--- config.mk ---
export PLATFORM = sky130hd
export DESIGN_NAME = eig_sched
export DESIGN_NICKNAME = d
export VERILOG_FILES = /design/src/rtl/watchdog_pkg.sv /design/src/rtl/wd_sat_cnt.sv /design/src/rtl/eig_sched.sv
export SDC_FILE = /design/constraint.sdc
export NUM_CORES = 1
export LEC_CHECK = 0
export CAP_MARGIN = 20
export CORE_ASPECT_RATIO = 0.8
export CORE_MARGIN = 1.5
export CORE_UTILIZATION = 38
export CTS_CLUSTER_DIAMETER = 30
export DETAILED_ROUTE_END_ITERATION = 8
export GPL_ROUTABILITY_DRIVEN = 0
export PLACE_DENSITY_LB_ADDON = 0.25
export SLEW_MARGIN = 20
export SYNTH_ARGS = -nofsm -noshare
export SYNTH_HDL_FRONTEND = slang
export SYNTH_SLANG_ARGS = --single-unit
--- constraint.sdc ---
create_clock -name clk -period 2.11 [get_ports clk]
set_input_delay 0.211 -clock clk [delete_from_list [all_inputs] [get_ports clk]]
set_output_delay 0.211 -clock clk [all_outputs]
set_load 0.1 [all_outputs]
--- src/rtl/watchdog_pkg.sv ---
// Shared types and constants for the watchdog datapath: sequencer states,
// result error codes and the legal eigenvalue-core regime encodings.
package watchdog_pkg;
  typedef enum logic [2:0] {IDLE, ISSUE, SETTLE, WAIT, HOLD} eig_sched_state_t;

  localparam logic [1:0] ERR_OK      = 2'b00;
  localparam logic [1:0] ERR_TIMEOUT = 2'b01;
  localparam logic [1:0] ERR_REGIME  = 2'b10;

  localparam logic [2:0] REG_UNDER = 3'b001;
  localparam logic [2:0] REG_CRIT  = 3'b010;
  localparam logic [2:0] REG_OVER  = 3'b100;

  function automatic logic regime_ok(input logic [2:0] r);
    return (r == REG_UNDER) || (r == REG_CRIT) || (r == REG_OVER);
  endfunction
endpackage

--- src/rtl/wd_sat_cnt.sv ---
// Saturating up-counter with increment enable; sticks at all-ones.
module wd_sat_cnt #(
  parameter int W = 16
) (
  input  logic         clk,
  input  logic         rst_n,
  input  logic         inc,
  output logic [W-1:0] count
);
  always_ff @(posedge clk or negedge rst_n) begin
    if (!rst_n)                  count <= '0;
    else if (inc && count != '1) count <= count + W'(1);
  end
endmodule

--- src/rtl/eig_sched.sv ---
// Request-side sequencer for the eigenvalue core: issue a pair, wait out the
// core latency under a watchdog, and hand the (possibly flagged) result on.
module eig_sched
  import watchdog_pkg::*;
#(
  parameter int MIN_LAT = 4,
  parameter int TIMEOUT = 1024,
  parameter int CNT_W   = 16
) (
  input  logic               clk,
  input  logic               rst_n,
  input  logic               in_valid,
  output logic               in_ready,
  input  logic signed [31:0] in_a0,
  input  logic signed [31:0] in_a1,
  output logic               data_rdy,
  output logic signed [31:0] a0,
  output logic signed [31:0] a1,
  input  logic               core_busy,
  input  logic signed [31:0] kappa,
  input  logic signed [31:0] inv_kappa,
  input  logic [2:0]         regime,
  output logic               out_valid,
  input  logic               out_ready,
  output logic signed [31:0] out_kappa,
  output logic signed [31:0] out_inv_kappa,
  output logic [2:0]         out_regime,
  output logic [1:0]         out_err,
  output logic [CNT_W-1:0]   err_count
);
  localparam int MAXC = (MIN_LAT > TIMEOUT) ? MIN_LAT : TIMEOUT;
  localparam int CW   = $clog2(MAXC) + 1;
  localparam logic [CW-1:0] SETTLE_END = CW'(MIN_LAT - 1);
  localparam logic [CW-1:0] WAIT_END   = CW'(TIMEOUT - 1);

  eig_sched_state_t state, state_nxt;
  logic [CW-1:0] cnt;
  logic take, cap, tmo, err_inc;

  assign in_ready  = (state == IDLE);
  assign data_rdy  = (state == ISSUE);
  assign out_valid = (state == HOLD);
  assign take      = in_ready & in_valid;
  // An idle core wins over the timeout on the final WAIT cycle.
  assign cap       = (state == WAIT) & ~core_busy;
  assign tmo       = (state == WAIT) & core_busy & (cnt == WAIT_END);
  assign err_inc   = (cap & ~regime_ok(regime)) | tmo;

  always_comb begin
    state_nxt = state;
    case (state)
      IDLE:    if (take) state_nxt = ISSUE;
      ISSUE:   state_nxt = SETTLE;
      SETTLE:  if (cnt == SETTLE_END) state_nxt = WAIT;
      WAIT:    if (cap || tmo) state_nxt = HOLD;
      HOLD:    if (out_ready) state_nxt = IDLE;
      default: state_nxt = IDLE;
    endcase
  end

  always_ff @(posedge clk or negedge rst_n) begin
    if (!rst_n) state <= IDLE;
    else        state <= state_nxt;
  end

  always_ff @(posedge clk or negedge rst_n) begin
    if (!rst_n) begin
      cnt <= '0;
    end else begin
      case (state)
        SETTLE:  cnt <= (cnt == SETTLE_END) ? '0 : cnt + CW'(1);
        WAIT:    if (core_busy && !tmo) cnt <= cnt + CW'(1);
        default: cnt <= '0;
      endcase
    end
  end

  always_ff @(posedge clk or negedge rst_n) begin
    if (!rst_n) begin
      a0 <= '0;
      a1 <= '0;
    end else if (take) begin
      a0 <= in_a0;
      a1 <= in_a1;
    end
  end

  always_ff @(posedge clk or negedge rst_n) begin
    if (!rst_n) begin
      out_kappa     <= '0;
      out_inv_kappa <= '0;
      out_regime    <= '0;
      out_err       <= ERR_OK;
    end else if (cap) begin
      out_kappa     <= kappa;
      out_inv_kappa <= inv_kappa;
      out_regime    <= regime;
      out_err       <= regime_ok(regime) ? ERR_OK : ERR_REGIME;
    end else if (tmo) begin
      out_kappa     <= '0;
      out_inv_kappa <= '0;
      out_regime    <= '0;
      out_err       <= ERR_TIMEOUT;
    end
  end

  wd_sat_cnt #(.W(CNT_W)) u_err_cnt (
    .clk   (clk),
    .rst_n (rst_n),
    .inc   (err_inc),
    .count (err_count)
  );
endmodule

==> metrics.csv <==
metric;value;unit
wl_per_cell;17.52;um
drive_above_1_share;39.87;%
cp_max_fo;3;
synthArstFlopShare;100.0;%
multiInputGateArea;0.002499;mm2
synthDominantCellAreaShare;63.57;%
core_area;0.01655;mm2
clkLatencyLatePin;0.42;ns
ys_ff_latch;163;
hold_path_class;primary input to asynchronous set/reset pin;
synth.distinct_cells;49;
htreeDepth;4;
cts_sinks;163;
syn_nets;600;
synth_cells;462;
n_fill_cell;1290;
grt_pass1_vias;5154;
layout_commonest_cell;buf_4;
final_cell_mix;buf_4, dfrtp_1, clkdlybuf4s50_1, a22o_1, mux2_4;
placed_area;0.009716;mm2
totalWireLength;17.70;mm
slew_violations;0;
syn_area_per_cell;13.89;um2
cts_buffer_depth;2;
start_util;38.76;%
synth_area_leader_cell;dfrtp_1;
ant_nets;0;
drt_iter0_markers;244;
dieArea;0.01768;mm2
clock-skew-final;0.01100;ns
end_kind;flop;
synthTopCellsByArea;dfrtp_1, mux2_2, a22o_1;
num_rows;42;
syn_area;0.006416;mm2
synth-edff-count;0;
yosysSeqAreaShare;63.57;%
place.port_buffers;287;
synth_ff_type;dfrtp_1;
critPathMaxStageDelay;0.53;ns
cp-start-kind;flop;
fmax;498.6;MHz
die-height;119.2;um
period_needed;2.006;ns
yosysWarnings;0;
die_w;148.3;um
dr_total_vias;4988;
path_clk_slew;0.07;ns
cts_tree;built;
status;complete, no violations;
dp_hpwl;12.89;mm
crit_chain;ha_1 -> nand2_1 -> or4_4 -> a211oi_4 -> buf_4 -> nand4b_1 -> xnor2_1;
root_buffer;clkbuf_16;
cp_slowest_cell;or4_4;
finalSetupViolations;0;
final_hold_viol_count;0;
remaining_drc_errors;0;
grt_overflow_total;0;
worstSetupPathType;flop to flop;
grt_max_degree;58;
ff_latch_area;0.004104;mm2
via_per_inst;4.939;
num_antenna_cells;0;
grt_pass1_wl;27.86;mm
period_share;95.06;%
final_cell_area;0.01034;mm2
grt_util_all_layers;20.36;%
num_io_pins;288;
final_util;62.44;%
drv_cap;0;
cts_buffers;17;
finalSetupTns;0;ns
worstPathArrival;2.30;ns
relSlewSlack;60.82;%
dr.pass1.iters;5;
nNetsFinal;915;
antenna_found_initial;0;
synthToLayoutAreaGrowth;61.10;%
crit_required;2.41;ns
worst_pin_slew;0.5877;ns
rsz0062_at_grt;false;
## state kept, by name (all words and copies together), names as in the netlist, 3 cells and up
name             count
a0                  32
out_inv_kappa       32
a1                  32
u_err_cnt.count     16
out_kappa           32
state                3
cnt                 11
out_regime           3
## synth_stat cells, drive strengths merged, types with 4 or more instances
cell type,n
a21oi,5
a22o,67
and2,4
buf,10
clkbuf,17
dfrtp,163
mux2,66
nand2,21
nand3,12
nand4,5
nor2,14
nor3,13
xnor2,4
xor2,17
## critical path, delay by kind of cell, from the launching register on
family	cells	cell delay [ns]
xor gates and xnor gates	1	0.16
AOI/OAI and AO/OA	1	0.28
and+or+nand+nor	3	0.75
adders and majority gates	1	0.19
DFF	1	0.36
buffers and inverters	1	0.16
## final cells by class
type / count / share of cell area, %
clock buffers: 20 / 4.321
flip-flops and latches: 163 / 39.70
inverters: 3 / 0.1089
clock inverters: 12 / 1.416
well taps: 220 / 2.663
repair buffers: 323 / 27.61
multi-input cells: 269 / 24.17
## layer usage
metal / track usage [%] / up-vias / share of wire, %
li1: - / 2315 / -
met1: 27.11 / 2441 / 44
met2: 31.92 / 213 / 47
met3: 5.824 / 19 / 7.5
met4: 7.054 / 0 / 1.4
met5: 0 / - / 0
## what timing repair did
| action | CTS | global route |
|---|---|---|
| gates resized for setup | 0 | 3 |
| hold buffers | 1 | 0 |
| buffers inserted | 0 | 1 |
| hold endpoints to repair | 48 | 0 |
| endpoints found under the setup margin | 0 | 16 |
## worst paths after layout
path                       depth (start not counted)                            from  slack (ns)                         endpoint
setup / recovery                                   7              cnt[1]$_DFFE_PN0P_        0.10  u_err_cnt.count[10]$_DFFE_PN0P_
max in group asynchronous                          3                           rst_n        1.06               a1[12]$_DFFE_PN0P_
min in group clk                                   2                       kappa[28]        0.39        out_kappa[28]$_DFFE_PN0P_
setup reg to reg                                   7              cnt[1]$_DFFE_PN0P_        0.10  u_err_cnt.count[10]$_DFFE_PN0P_
hold / removal                                     2                           rst_n        0.29   u_err_cnt.count[4]$_DFFE_PN0P_
hold reg to reg                                    1  u_err_cnt.count[6]$_DFFE_PN0P_        0.49   u_err_cnt.count[6]$_DFFE_PN0P_
## kinds of logic after synthesis
group / share of synthesized area (%)
adder cells (fa/ha/maj): 0.3900
buffers and inverters: 2.028
multiplexers: 11.64
AO/OA/AOI/OAI: 11.39
flip-flops: 63.57
AND/OR/NAND/NOR: 8.113
XOR/XNOR: 2.867
## through the flow
stage | hold slack (ns) | setup WS [ns] | instances
after detailed placement | 0.1864 | -0.1678 | 976
final | 0.2855 | 0.1043 | 1010
after global routing | 0.3234 | 0.01590 | 1010
after floorplan | -0.08459 | -0.2649 | 462
after CTS | 0.2962 | 0.04953 | 1009
after global placement | 0.1782 | -0.09119 | 976
Power is left out: the tool's default activity adds up to more than one toggle a clock period on the data nets, which glitch-free logic cannot reach.
